**config.mk**
```make
export PLATFORM = sky130hd
export DESIGN_NAME = simd_alu
export DESIGN_NICKNAME = d
export VERILOG_FILES = /design/src/rtl/simd_alu.sv
export SDC_FILE = /design/constraint.sdc
export NUM_CORES = 2
export LEC_CHECK = 0
export ABC_AREA = 1
export CAP_MARGIN = 20
export CELL_PAD_IN_SITES_DETAIL_PLACEMENT = 1
export CELL_PAD_IN_SITES_GLOBAL_PLACEMENT = 2
export CORE_MARGIN = 3
export CORE_UTILIZATION = 34
export DETAILED_ROUTE_END_ITERATION = 8
export PLACE_DENSITY = 0.86
export SLEW_MARGIN = 20
export SYNTH_ARGS = -nofsm -noshare
export SYNTH_HDL_FRONTEND = slang
export SYNTH_SLANG_ARGS = --single-unit
```
**constraint.sdc**
```tcl
create_clock -name clk -period 8.43 [get_ports clk]
set_input_delay 0.843 -clock clk [delete_from_list [all_inputs] [get_ports clk]]
set_output_delay 0.843 -clock clk [all_outputs]
set_load 0.02 [all_outputs]
```
**src/rtl/simd_alu.sv**
```systemverilog
// Two-stage pipelined SIMD integer ALU: one op applied across NUM_LANES lanes
// with per-lane mask, pass-through tag and valid/ready on both sides.
module simd_alu #(
   parameter int DATA_WIDTH = 16,
   parameter int NUM_LANES  = 4,
   parameter int TAG_WIDTH  = 4
) (
   input  logic                            clk,
   input  logic                            reset,
   input  logic                            in_valid,
   output logic                            in_ready,
   input  logic [3:0]                      in_op,
   input  logic [NUM_LANES-1:0]            in_mask,
   input  logic [NUM_LANES*DATA_WIDTH-1:0] in_a,
   input  logic [NUM_LANES*DATA_WIDTH-1:0] in_b,
   input  logic [TAG_WIDTH-1:0]            in_tag,
   output logic                            out_valid,
   input  logic                            out_ready,
   output logic [NUM_LANES*DATA_WIDTH-1:0] out_result,
   output logic [NUM_LANES-1:0]            out_zero,
   output logic [NUM_LANES-1:0]            out_mask,
   output logic [TAG_WIDTH-1:0]            out_tag,
   output logic                            out_illegal
);

   localparam int SH_W = $clog2(DATA_WIDTH);

   typedef enum logic [3:0] {
      OP_ADD  = 4'd0,  OP_SUB  = 4'd1,  OP_MUL  = 4'd2,
      OP_AND  = 4'd3,  OP_OR   = 4'd4,  OP_XOR  = 4'd5,
      OP_SLL  = 4'd6,  OP_SRL  = 4'd7,  OP_SRA  = 4'd8,
      OP_SLT  = 4'd9,  OP_SLTU = 4'd10, OP_MIN  = 4'd11,
      OP_MAX  = 4'd12
   } op_e;

   logic                            s1_valid;
   logic [3:0]                      s1_op;
   logic [NUM_LANES-1:0]            s1_mask;
   logic [NUM_LANES*DATA_WIDTH-1:0] s1_a;
   logic [NUM_LANES*DATA_WIDTH-1:0] s1_b;
   logic [TAG_WIDTH-1:0]            s1_tag;

   logic                            s1_illegal;
   logic [NUM_LANES*DATA_WIDTH-1:0] lane_res;
   logic [NUM_LANES-1:0]            lane_zero;
   logic                            advance;

   // S2 may take a new value when it is empty or its current value leaves this cycle.
   assign advance    = !out_valid || out_ready;
   assign in_ready   = advance || !s1_valid;
   assign s1_illegal = (s1_op > OP_MAX);

   function automatic logic [DATA_WIDTH-1:0] lane_op(
      input logic [3:0]            op,
      input logic [DATA_WIDTH-1:0] a,
      input logic [DATA_WIDTH-1:0] b
   );
      logic [SH_W-1:0] sh;
      sh = b[SH_W-1:0];
      case (op)
         OP_ADD:  lane_op = a + b;
         OP_SUB:  lane_op = a - b;
         OP_MUL:  lane_op = a * b;
         OP_AND:  lane_op = a & b;
         OP_OR:   lane_op = a | b;
         OP_XOR:  lane_op = a ^ b;
         OP_SLL:  lane_op = a << sh;
         OP_SRL:  lane_op = a >> sh;
         OP_SRA:  lane_op = $unsigned($signed(a) >>> sh);
         OP_SLT:  lane_op = {{(DATA_WIDTH-1){1'b0}}, $signed(a) < $signed(b)};
         OP_SLTU: lane_op = {{(DATA_WIDTH-1){1'b0}}, a < b};
         OP_MIN:  lane_op = ($signed(a) < $signed(b)) ? a : b;
         OP_MAX:  lane_op = ($signed(a) < $signed(b)) ? b : a;
         default: lane_op = '0;
      endcase
   endfunction

   always_comb begin
      // NOTE: every output of this block gets a default first so no latch is inferred.
      lane_res  = '0;
      lane_zero = '0;
      for (int i = 0; i < NUM_LANES; i++) begin
         if (s1_mask[i] && !s1_illegal) begin
            lane_res[i*DATA_WIDTH +: DATA_WIDTH] =
               lane_op(s1_op, s1_a[i*DATA_WIDTH +: DATA_WIDTH], s1_b[i*DATA_WIDTH +: DATA_WIDTH]);
            lane_zero[i] = (lane_res[i*DATA_WIDTH +: DATA_WIDTH] == '0);
         end
      end
   end

   // NOTE: state is updated with non-blocking assignments so both stages see pre-edge values.
   always_ff @(posedge clk) begin
      if (reset) begin
         // NOTE: data registers are cleared too, so nothing stale is visible after reset.
         s1_valid <= 1'b0;
         s1_op    <= '0;
         s1_mask  <= '0;
         s1_a     <= '0;
         s1_b     <= '0;
         s1_tag   <= '0;
      end else if (in_ready) begin
         s1_valid <= in_valid;
         if (in_valid) begin
            s1_op   <= in_op;
            s1_mask <= in_mask;
            s1_a    <= in_a;
            s1_b    <= in_b;
            s1_tag  <= in_tag;
         end
      end
   end

   always_ff @(posedge clk) begin
      if (reset) begin
         out_valid   <= 1'b0;
         out_result  <= '0;
         out_zero    <= '0;
         out_mask    <= '0;
         out_tag     <= '0;
         out_illegal <= 1'b0;
      end else if (advance) begin
         out_valid <= s1_valid;
         if (s1_valid) begin
            out_result  <= lane_res;
            out_zero    <= lane_zero;
            out_mask    <= s1_mask;
            out_tag     <= s1_tag;
            out_illegal <= s1_illegal;
         end
      end
   end

endmodule

```
==> summary.txt <==
status: complete, no violations
core area: 126000 µm²
die footprint: 131000 µm²
post-synth cell types: 57
post-synthesis adder-cell area fraction: 0.266
Slew HR: 0.182
CP arrival: 7.17 ns
CTS resizes: 0
Hold Crit Class: reg2reg
Worst EP required: 9.03 ns
slowest cell on the critical path: dfxtp_1
Initial DRC Count: 3715
via count: 48200
IO buf count: 222
Post-Synth Simple-Gate Area: 0.346
largest net degree at the start of global routing: 99
Syn-to-layout area delta: 10.2%
min cycle time layout: 6.57 ns
share of cells above drive strength 1: 0.0382
Rows: 130
first-pass GRT wire length: 314 mm
setup total negative slack: 0 ns
average wire per standard cell: 23.5 µm
htree depth: 1
clock sinks: 219
DRT Pass-1 Iters: 6
Slew @ Worst Pin: 1.21 ns
setup ws final: 1.86 ns
Post-Synth XOR/XNOR Area: 0.0154
final WL: 207 mm
Hold Vio Cnt, Final: 0
largest cells by area after synthesis: nand2_1, fa_1, ha_1, dfxtp_1, inv_1
Yosys warning count: 0
Power per Cell Area: 129 nW/µm²
Die Y: 362 µm
number of synthesized register bits: 219
WS Path Type: reg2reg
Compound-Gate Fraction of Synth Area: 0.127
post-route design area: 47600 µm²
layout net count: 8005
GRT Util Overall: 0.310
crit-path max FO: 15
sequential share of the synthesized area: 0.102
Final setup viols: 0
Synth top area share: 0.177
post-synthesis mux area share: 0.000232
post-DP HPWL: 165 mm
Post-synth EDFFs: 0
CTS tree: yes
CP startpoint: s1_a[4]
final worst-path cycle share: 0.779
hold path start: out_result[23]
prevailing post-synth register cell: dfxtp_1
post-synth net total: 8031
main combinational cell family by area after synthesis: simple AND/OR/NAND/NOR gates
Clock Skew: 0.0290 ns
Final Wtd Congestion: 0.974
chip width: 362 µm
Post-Syn Area: 43200 µm²
antenna violations before repair: 5
I/O pins: 223
RSZ-0062 raised after global routing: no
clock-pin slew on the worst setup and hold paths: 0.06 ns
CTS Hold Buffers Added: 0
hold_ws: 0.466 ns
Max Freq: 152 MHz
Max-Cap Viols: 0
Antenna Nets Post-Route: 0
Reg2Reg Launch Point: s1_a[4]
P_leak: 24.9 nW
vias in the first global route: 50100
GR Overflow Total: 0
Avg Cell Area, Syn: 6.02 µm²
Skew-Pair Late Insertion Delay: 0.67 ns
CTS Buf Count: 31
slowest stage delay, CP: 0.84 ns
Post-Synthesis Cells: 7167
DR DRC count: 0
Setup Fix Bufs, Post-CTS: 0
vias per inst: 5.47
root buffer cell: clkbuf_16
Post-Place Setup Slack: 1.84 ns
Top cell by count, worst path: inv_1
startpoint types: register
critical path capture point type: register
dpl cells: 8758
Max VDD drop: 167 µV
area post-placement: 46500 µm²
Cell Count, Final, Fillers Out: 8817
Synth async-reset ratio: 0
CTS max path bufs: 3
Synth area leader: nand2_1
Max Slew Vio Count: 0
initial core utilization: 0.343
## synthesized netlist by cell type, types with 10 or more instances
master / n
nand3b_1: 25
o21a_1: 10
dfxtp_1: 219
buf_1: 24
nand3_1: 767
o22ai_1: 25
ha_1: 392
buf_6: 14
xor2_1: 49
nand2_1: 2036
fa_1: 328
nor2_2: 13
nand4_1: 70
o21ai_1: 28
buf_2: 74
or2_2: 26
o21ai_0: 392
inv_2: 41
nor2_1: 502
o21bai_1: 24
nor3_1: 50
inv_1: 1164
and2_1: 15
clkbuf_1: 233
xnor2_1: 27
a21oi_1: 485
o211ai_1: 29
buf_4: 18
## layout make-up
class,instances,area [µm²]
multi-input cells,5372,32700
clock inverters,14,179
diodes,1,2.50
fillers,16800,78300
repair buffers,305,2840
inverters,1212,4560
clock buffers,44,885
well taps,1650,2060
flip-flops and latches,219,4390
## state kept, by name (all words and copies together) (netlist names)
name         cells
out_result      64
s1_valid         1
out_zero         4
s1_b            64
out_tag          4
out_valid        1
s1_mask          4
s1_a            64
out_mask         4
s1_op            4
s1_tag           4
out_illegal      1
## cell families (layout without fill, tap and decap cells)
| family | Yosys count | count (layout) |
|---|---|---|
| mux | 1 | 1 |
| buf+inv | 1576 | 1575 |
| compound gates | 1032 | 1032 |
| simple gates | 3543 | 3543 |
| flops | 219 | 219 |
| fa+ha+maj | 720 | 720 |
| other cells | 0 | 1 |
| xor+xnor | 76 | 76 |
## report_power, final
part           internal, mW  switching (mW)  total [mW]  leakage (nW)
combinational          1.07            2.36        3.43          22.6
sequential             1.09           0.179        1.27          1.81
clock                 0.823           0.618        1.44         0.511
total                  2.99            3.16        6.15          24.9
## placed cells by master, fill, tap and decap left out, types with 29 or more instances in the layout
| cell type | count |
|---|---|
| nand2_1 | 2032 |
| inv_1 | 1164 |
| nand3_1 | 767 |
| nor2_1 | 493 |
| a21oi_1 | 485 |
| ha_1 | 392 |
| o21ai_0 | 391 |
| fa_1 | 328 |
| clkdlybuf4s50_1 | 221 |
| dfxtp_1 | 213 |
| buf_4 | 84 |
| nand4_1 | 70 |
| nor3_1 | 50 |
| xor2_1 | 49 |
| inv_2 | 41 |
| clkbuf_16 | 31 |
| o21ai_1 | 29 |
| o211ai_1 | 29 |
## critical path, delay by kind of cell (launching register included)
family | cells | cell delay (ns)
flops | 1 | 0.84
simple gates | 9 | 1.31
compound gates | 3 | 0.58
fa+ha+maj | 8 | 3.36
buf+inv | 7 | 0.41
## metal layers
layer | vias up | share of wire | global-route usage
li1 | 22400 | - | -
met1 | 23800 | 0.45 | 0.425
met2 | 1619 | 0.45 | 0.504
met3 | 323 | 0.067 | 0.0446
met4 | 2 | 0.033 | 0.0938
met5 | - | 0.00012 | 0
## through the flow
step                      total power [mW]   util
after floorplan                       3.51      -
after global placement                4.58  0.369
after detailed placement              4.67  0.369
after CTS                             6.14  0.378
after global routing                  6.63  0.378
final                                 6.15  0.378
## worst paths after layout
check                   end  slack (ns)  cells past startpoint
max             out_zero[0]        1.86                     27
min          out_result[23]        0.47                      2
max reg2reg     out_zero[0]        1.86                     27
min reg2reg  out_result[23]        0.47                      2
Power figures use the tool's default switching activity.
